File: config.mk
export PLATFORM = sky130hd
export DESIGN_NAME = encoder4to2_seq
export DESIGN_NICKNAME = d
export VERILOG_FILES = /design/src/rtl/encoder4to2_seq_pkg.sv /design/src/rtl/prio_sel4.sv /design/src/rtl/encoder4to2_seq.sv
export SDC_FILE = /design/constraint.sdc
export NUM_CORES = 1
export LEC_CHECK = 0
export ABC_AREA = 0
export ABC_CLOCK_PERIOD_IN_PS = 1600
export CAP_MARGIN = 10
export CORE_AREA = 2 2 39 41
export CTS_BUF_LIST = sky130_fd_sc_hd__clkbuf_4
export CTS_CLUSTER_SIZE = 16
export DETAILED_ROUTE_END_ITERATION = 8
export DIE_AREA = 0 0 41 43
export PLACE_DENSITY_LB_ADDON = 0.2
export SKIP_LAST_GASP = 1
export SLEW_MARGIN = 40
export SYNTH_ARGS = -nofsm -noshare
export SYNTH_HDL_FRONTEND = slang
export SYNTH_SLANG_ARGS = --single-unit
File: constraint.sdc
create_clock -name clk -period 1.6 [get_ports clk]
set_input_delay 0.24 -clock clk [delete_from_list [all_inputs] [get_ports clk]]
set_output_delay 0.24 -clock clk [all_outputs]
set_load 0.01 [all_outputs]
File: src/rtl/encoder4to2_seq_pkg.sv
// Shared sizes, FSM state type and selection helpers for the 4-to-2 sequential encoder.
// Kept free of module-specific logic so the bench can import the same state type.
package encoder_pkg;

    localparam int N_REQ  = 4;
    localparam int CODE_W = 2;

    typedef enum logic {
        IDLE = 1'b0,
        HOLD = 1'b1
    } state_t;

    function automatic logic [N_REQ-1:0] onehot(input logic [CODE_W-1:0] idx);
        logic [N_REQ-1:0] v;
        v      = '0;
        v[idx] = 1'b1;
        return v;
    endfunction

    // The last index written in the scan wins, so scan direction sets the priority.
    function automatic logic [CODE_W-1:0] sel(input logic [N_REQ-1:0] r, input logic high);
        logic [CODE_W-1:0] idx;
        idx = '0;
        if (high) begin
            for (int i = 0; i < N_REQ; i++) begin
                if (r[i]) idx = CODE_W'(i);
            end
        end else begin
            for (int i = N_REQ - 1; i >= 0; i--) begin
                if (r[i]) idx = CODE_W'(i);
            end
        end
        return idx;
    endfunction

endpackage

File: src/rtl/prio_sel4.sv
// Combinational 4-input priority selector: index of the winning set bit plus an any-set flag.
module prio_sel4
    import encoder_pkg::*;
#(
    parameter int unsigned PRIORITY_HIGH = 1
) (
    input  logic [N_REQ-1:0]  req_i,
    output logic [CODE_W-1:0] idx_o,
    output logic              any_o
);

    assign idx_o = sel(req_i, PRIORITY_HIGH != 0);
    assign any_o = |req_i;

endmodule

File: src/rtl/encoder4to2_seq.sv
// Registered 4-to-2 priority encoder: captures request lines as pending and presents one
// code per request over a valid/ready handshake, highest-priority first.
module encoder4to2_seq
    import encoder_pkg::*;
#(
    parameter int unsigned PRIORITY_HIGH = 1
) (
    input  logic              clk,
    input  logic              rst,
    input  logic              en,
    input  logic [N_REQ-1:0]  req,
    input  logic              ready,
    output logic [CODE_W-1:0] code,
    output logic              valid,
    output logic [N_REQ-1:0]  pending,
    output logic              overflow,
    output state_t            state_dbg
);

    // Handshake: a code transfers on any cycle where valid && ready are both high at the
    // rising edge; once valid rises, code stays frozen and valid stays high until that transfer.

    state_t              state_q, state_d;
    logic [CODE_W-1:0]   code_q, code_d;
    logic [N_REQ-1:0]    pending_q, pending_d;
    logic                overflow_q, overflow_d;

    logic [N_REQ-1:0]    served;
    logic [N_REQ-1:0]    avail;
    logic [N_REQ-1:0]    req_m;
    logic [CODE_W-1:0]   pend_idx, avail_idx;
    logic                pend_any, avail_any;

    // The presented code stays in pending until it is accepted.
    assign served     = (valid && ready) ? onehot(code_q) : '0;
    assign avail      = pending_q & ~served;
    assign req_m      = en ? req : '0;
    assign pending_d  = avail | req_m;
    assign overflow_d = |(req_m & avail);

    prio_sel4 #(.PRIORITY_HIGH(PRIORITY_HIGH)) u_sel_pending (
        .req_i (pending_q),
        .idx_o (pend_idx),
        .any_o (pend_any)
    );

    prio_sel4 #(.PRIORITY_HIGH(PRIORITY_HIGH)) u_sel_avail (
        .req_i (avail),
        .idx_o (avail_idx),
        .any_o (avail_any)
    );

    always_comb begin
        state_d = state_q;
        code_d  = code_q;
        unique case (state_q)
            IDLE: begin
                if (pend_any) begin
                    code_d  = pend_idx;
                    state_d = HOLD;
                end
            end
            HOLD: begin
                if (ready) begin
                    if (avail_any) code_d = avail_idx;
                    else           state_d = IDLE;
                end
            end
            default: state_d = IDLE;
        endcase
    end

    always_ff @(posedge clk) begin
        if (rst) begin
            state_q    <= IDLE;
            code_q     <= '0;
            pending_q  <= '0;
            overflow_q <= 1'b0;
        end else begin
            state_q    <= state_d;
            code_q     <= code_d;
            pending_q  <= pending_d;
            overflow_q <= overflow_d;
        end
    end

    assign valid     = (state_q == HOLD);
    assign code      = code_q;
    assign pending   = pending_q;
    assign overflow  = overflow_q;
    assign state_dbg = state_q;

endmodule

==> flow_metrics.env <==
export IMPL_status="completed"
export IMPL_post_route_period_util_pct=95.1
export IMPL_drc=0
export IMPL_p_total_mw=0.603
export IMPL_fin_skew_ns=0.00143
export IMPL_critical_path_depth=1
export IMPL_place_inst=100
export IMPL_path_cells="clkdlybuf4s50_1"
export IMPL_grt_pass1_vias=506
export IMPL_dp_hpwl_um=963
export IMPL_cts_tree="yes"
export IMPL_drtIter0Drc=5
export IMPL_dp_slack_ns=-0.162
export IMPL_placed_area_um2=717
export IMPL_p_seq_share_pct=40.0
export IMPL_clockBufferDepth=2
export IMPL_tightest_slew_ns=0.319
export IMPL_synthCells=62
export IMPL_r2r_start="code[0]$_SDFFE_PP0P_"
export IMPL_port_buffers=16
export IMPL_rrSetupSlack_ns=0.08
export IMPL_arrival_ns=1.28
export IMPL_finalSetupViolCount=0
export IMPL_gp_congestion=0.855
export IMPL_yosysWarnings=0
export IMPL_internal_power_mw=0.420
export IMPL_fin_ws_ns=0.0778
export IMPL_cp_max_fo=14
export IMPL_p_switching_mw=0.183
export IMPL_hold_path_class="in -> reg"
export IMPL_syn_area_um2=495
export IMPL_core_area_um2=1380
export IMPL_h_tree_depth=1
export IMPL_vias=557
export IMPL_globalRouteTotalUtil_pct=17.8
export IMPL_final_cell_area_um2=746
export IMPL_min_path_cells=3
export IMPL_ys_types=28
export IMPL_crit_path_end_kind="output pin"
export IMPL_swShare_pct=30.4
export IMPL_routed_wirelength_um=1280
export IMPL_cts_buffers=3
export IMPL_area_growth_pct=50.5
export IMPL_yosys_area_top_type="dfxtp_1"
export IMPL_fill_cells=133
export IMPL_drv_slew=0
export IMPL_hold_violations=0
export IMPL_powerDensity_nw_per_um2=809
export IMPL_ant_nets=0
export IMPL_antenna_found_initial=0
export IMPL_max_freq_ghz=0.657
export IMPL_routed_via_density=5.41
export IMPL_synth_seq_cells=8
export IMPL_worstSetupStartpointType="register"
export IMPL_die_w_um=41
export IMPL_cts_hold_buf=0
export IMPL_clock_sink_count=8
export IMPL_drtPass1Iterations=4
export IMPL_finalNetCount=97
export IMPL_avgSynthCellArea_um2=7.99
export IMPL_seq_area_frac_synth_pct=32.3
export IMPL_reg2reg_to="code[1]$_SDFFE_PP0P_"
export IMPL_holdCritStartpoint="req[1]"
export IMPL_insertion_delay_ns=0.26
export IMPL_leakagePower_nw=0.289
export IMPL_stdcell_count=103
export IMPL_die_h_um=43
export IMPL_initial_core_util_pct=35.8
export IMPL_holdWs_ns=0.583
export IMPL_antennaDiodeCount=0
export IMPL_grt_ovfl_total=0
export IMPL_vdd_drop_max_uv=398
export IMPL_critical_path_top_delay_family="buffers and inverters"
export IMPL_r2r_cells=4
export IMPL_cts_root_buf="clkbuf_4"
export IMPL_drive_gt1_share_pct=19.5
export IMPL_period_minus_slack_ns=1.52
export IMPL_critical_path_required_ns=1.36
export IMPL_cp_slowest_cell="clkdlybuf4s50_1"
export IMPL_combPwrFrac_pct=33.9
export IMPL_crit_type="reg -> out"
export IMPL_io_pins=17
export IMPL_synth_top_area_share_pct=32.3
export IMPL_worst_path_largest_cell_delay_ns=0.58
export IMPL_synthTopCellsByArea="dfxtp_1 32%, a21oi_1 7.1%, buf_6 4.5%"
export IMPL_clk_pin_slew_worst_paths_ns=0.05
export IMPL_synth_fp_nets=70
export IMPL_die_area_um2=1760
export IMPL_grt_max_degree=15
export IMPL_maxCapViolCount=0
export IMPL_rows=14
export IMPL_critPathLaunch="code[1]$_SDFFE_PP0P_"
export IMPL_clockPowerShare_pct=26.1
export IMPL_crit_buf_inv=1
export IMPL_relSlewSlack_pct=78.4
export IMPL_grt_first_pass_wirelength_um=2130
export IMPL_avgRoutedWirePerCell_um=12.4
export IMPL_crit_end="code[1]"
==> layer usage <==
metal | wire length (um) | share of wire (%) | global-route usage, % | up-vias
met2 | 621 | 48 | 25.0 | 10
met1 | 599 | 47 | 23.6 | 262
met3 | 61 | 4.8 | 9.42 | 0
met4 | 0 | 0 | 4.00 | 0
met5 | 0 | 0 | 0 | -
li1 | - | - | - | 285
==> layout make-up <==
cell class	count	area [um2]	area share [%]
clock buffer	3	22.5	3.02
inverter	3	11.3	1.51
multi-input combinational	47	294	39.4
sequential	8	163	21.8
tap	16	20.0	2.68
timing repair buffer	26	235	31.5
==> sequential cells by signal (all words and copies together), names as in the netlist <==
signal,cells
pending,4
overflow,1
code,2
state_dbg,1
==> what timing repair did <==
item	in CTS	in global routing
hold endpoints to repair	0	0
setup buffers	0	0
setup endpoints to repair	1	1
resized for setup	1	1
==> how the worst min path moves through the flow <==
| stage | slack [ns] | endpoint |
|---|---|---|
| floorplan | 0.31 | code[1]$_SDFFE_PP0P_ |
| global route | 0.59 | pending[1]$_SDFF_PP0_ |
| detailed placement | 0.61 | pending[0]$_SDFF_PP0_ |
| global placement | 0.60 | pending[0]$_SDFF_PP0_ |
| CTS | 0.58 | pending[0]$_SDFF_PP0_ |
| finish | 0.58 | pending[1]$_SDFF_PP0_ |
==> power groups by stage <==
stage	logic, mW	clock network, mW	registers [mW]
after detailed placement	0.199	0	0.246
after global routing	0.226	0.175	0.245
after CTS	0.200	0.165	0.242
after floorplan	0.104	0	0.248
after global placement	0.199	0	0.245
final	0.205	0.157	0.241
==> placed cells by master (no fill, tap or decap), types with 2 or more instances in the layout <==
cell type,Yosys,final
nand2_1,6,6
a22oi_1,2,2
mux2i_1,2,2
dfxtp_1,8,6
clkdlybuf4s50_1,0,16
o311ai_0,2,2
nor2b_1,2,2
o21ai_0,3,3
nand3_1,3,3
a21oi_1,7,7
clkbuf_4,0,3
inv_1,3,3
buf_4,1,10
dfxtp_2,0,2
nor2_1,6,6
==> cell usage after synthesis <==
master,number
o2111ai_1,1
nand4_1,1
a211oi_1,1
nor2b_1,2
a211o_1,1
o21ai_0,3
dfxtp_1,8
mux2i_1,2
a311oi_1,1
o32a_1,1
clkbuf_2,1
o2bb2ai_1,1
o311ai_0,2
buf_6,2
nor3_1,1
nand3_1,3
o31ai_1,1
nand4b_1,1
inv_1,3
a21oi_1,7
and3_1,1
a22oi_1,2
and2_1,1
buf_4,1
mux2_4,1
nor2_1,6
or3_1,1
nand2_1,6
==> per-stage QoR <==
step,TNS [ns],util (%)
after floorplan,0,-
after global placement,-0.384,51.8
after detailed placement,-0.449,51.8
after CTS,0,53.5
after global routing,-0.00366,53.9
final,0,53.9
==> logic make-up (layout without fill, tap and decap cells) <==
group / count (synthesis) / in the layout / synth area share [%]
AOI/OAI and AO/OA: 21 / 21 / 28.8
buffers and inverters: 7 / 32 / 9.34
DFF: 8 / 8 / 32.3
muxes: 3 / 3 / 7.07
and+or+nand+nor: 23 / 23 / 22.5
Note: power is estimated with default switching activity, not from simulation.
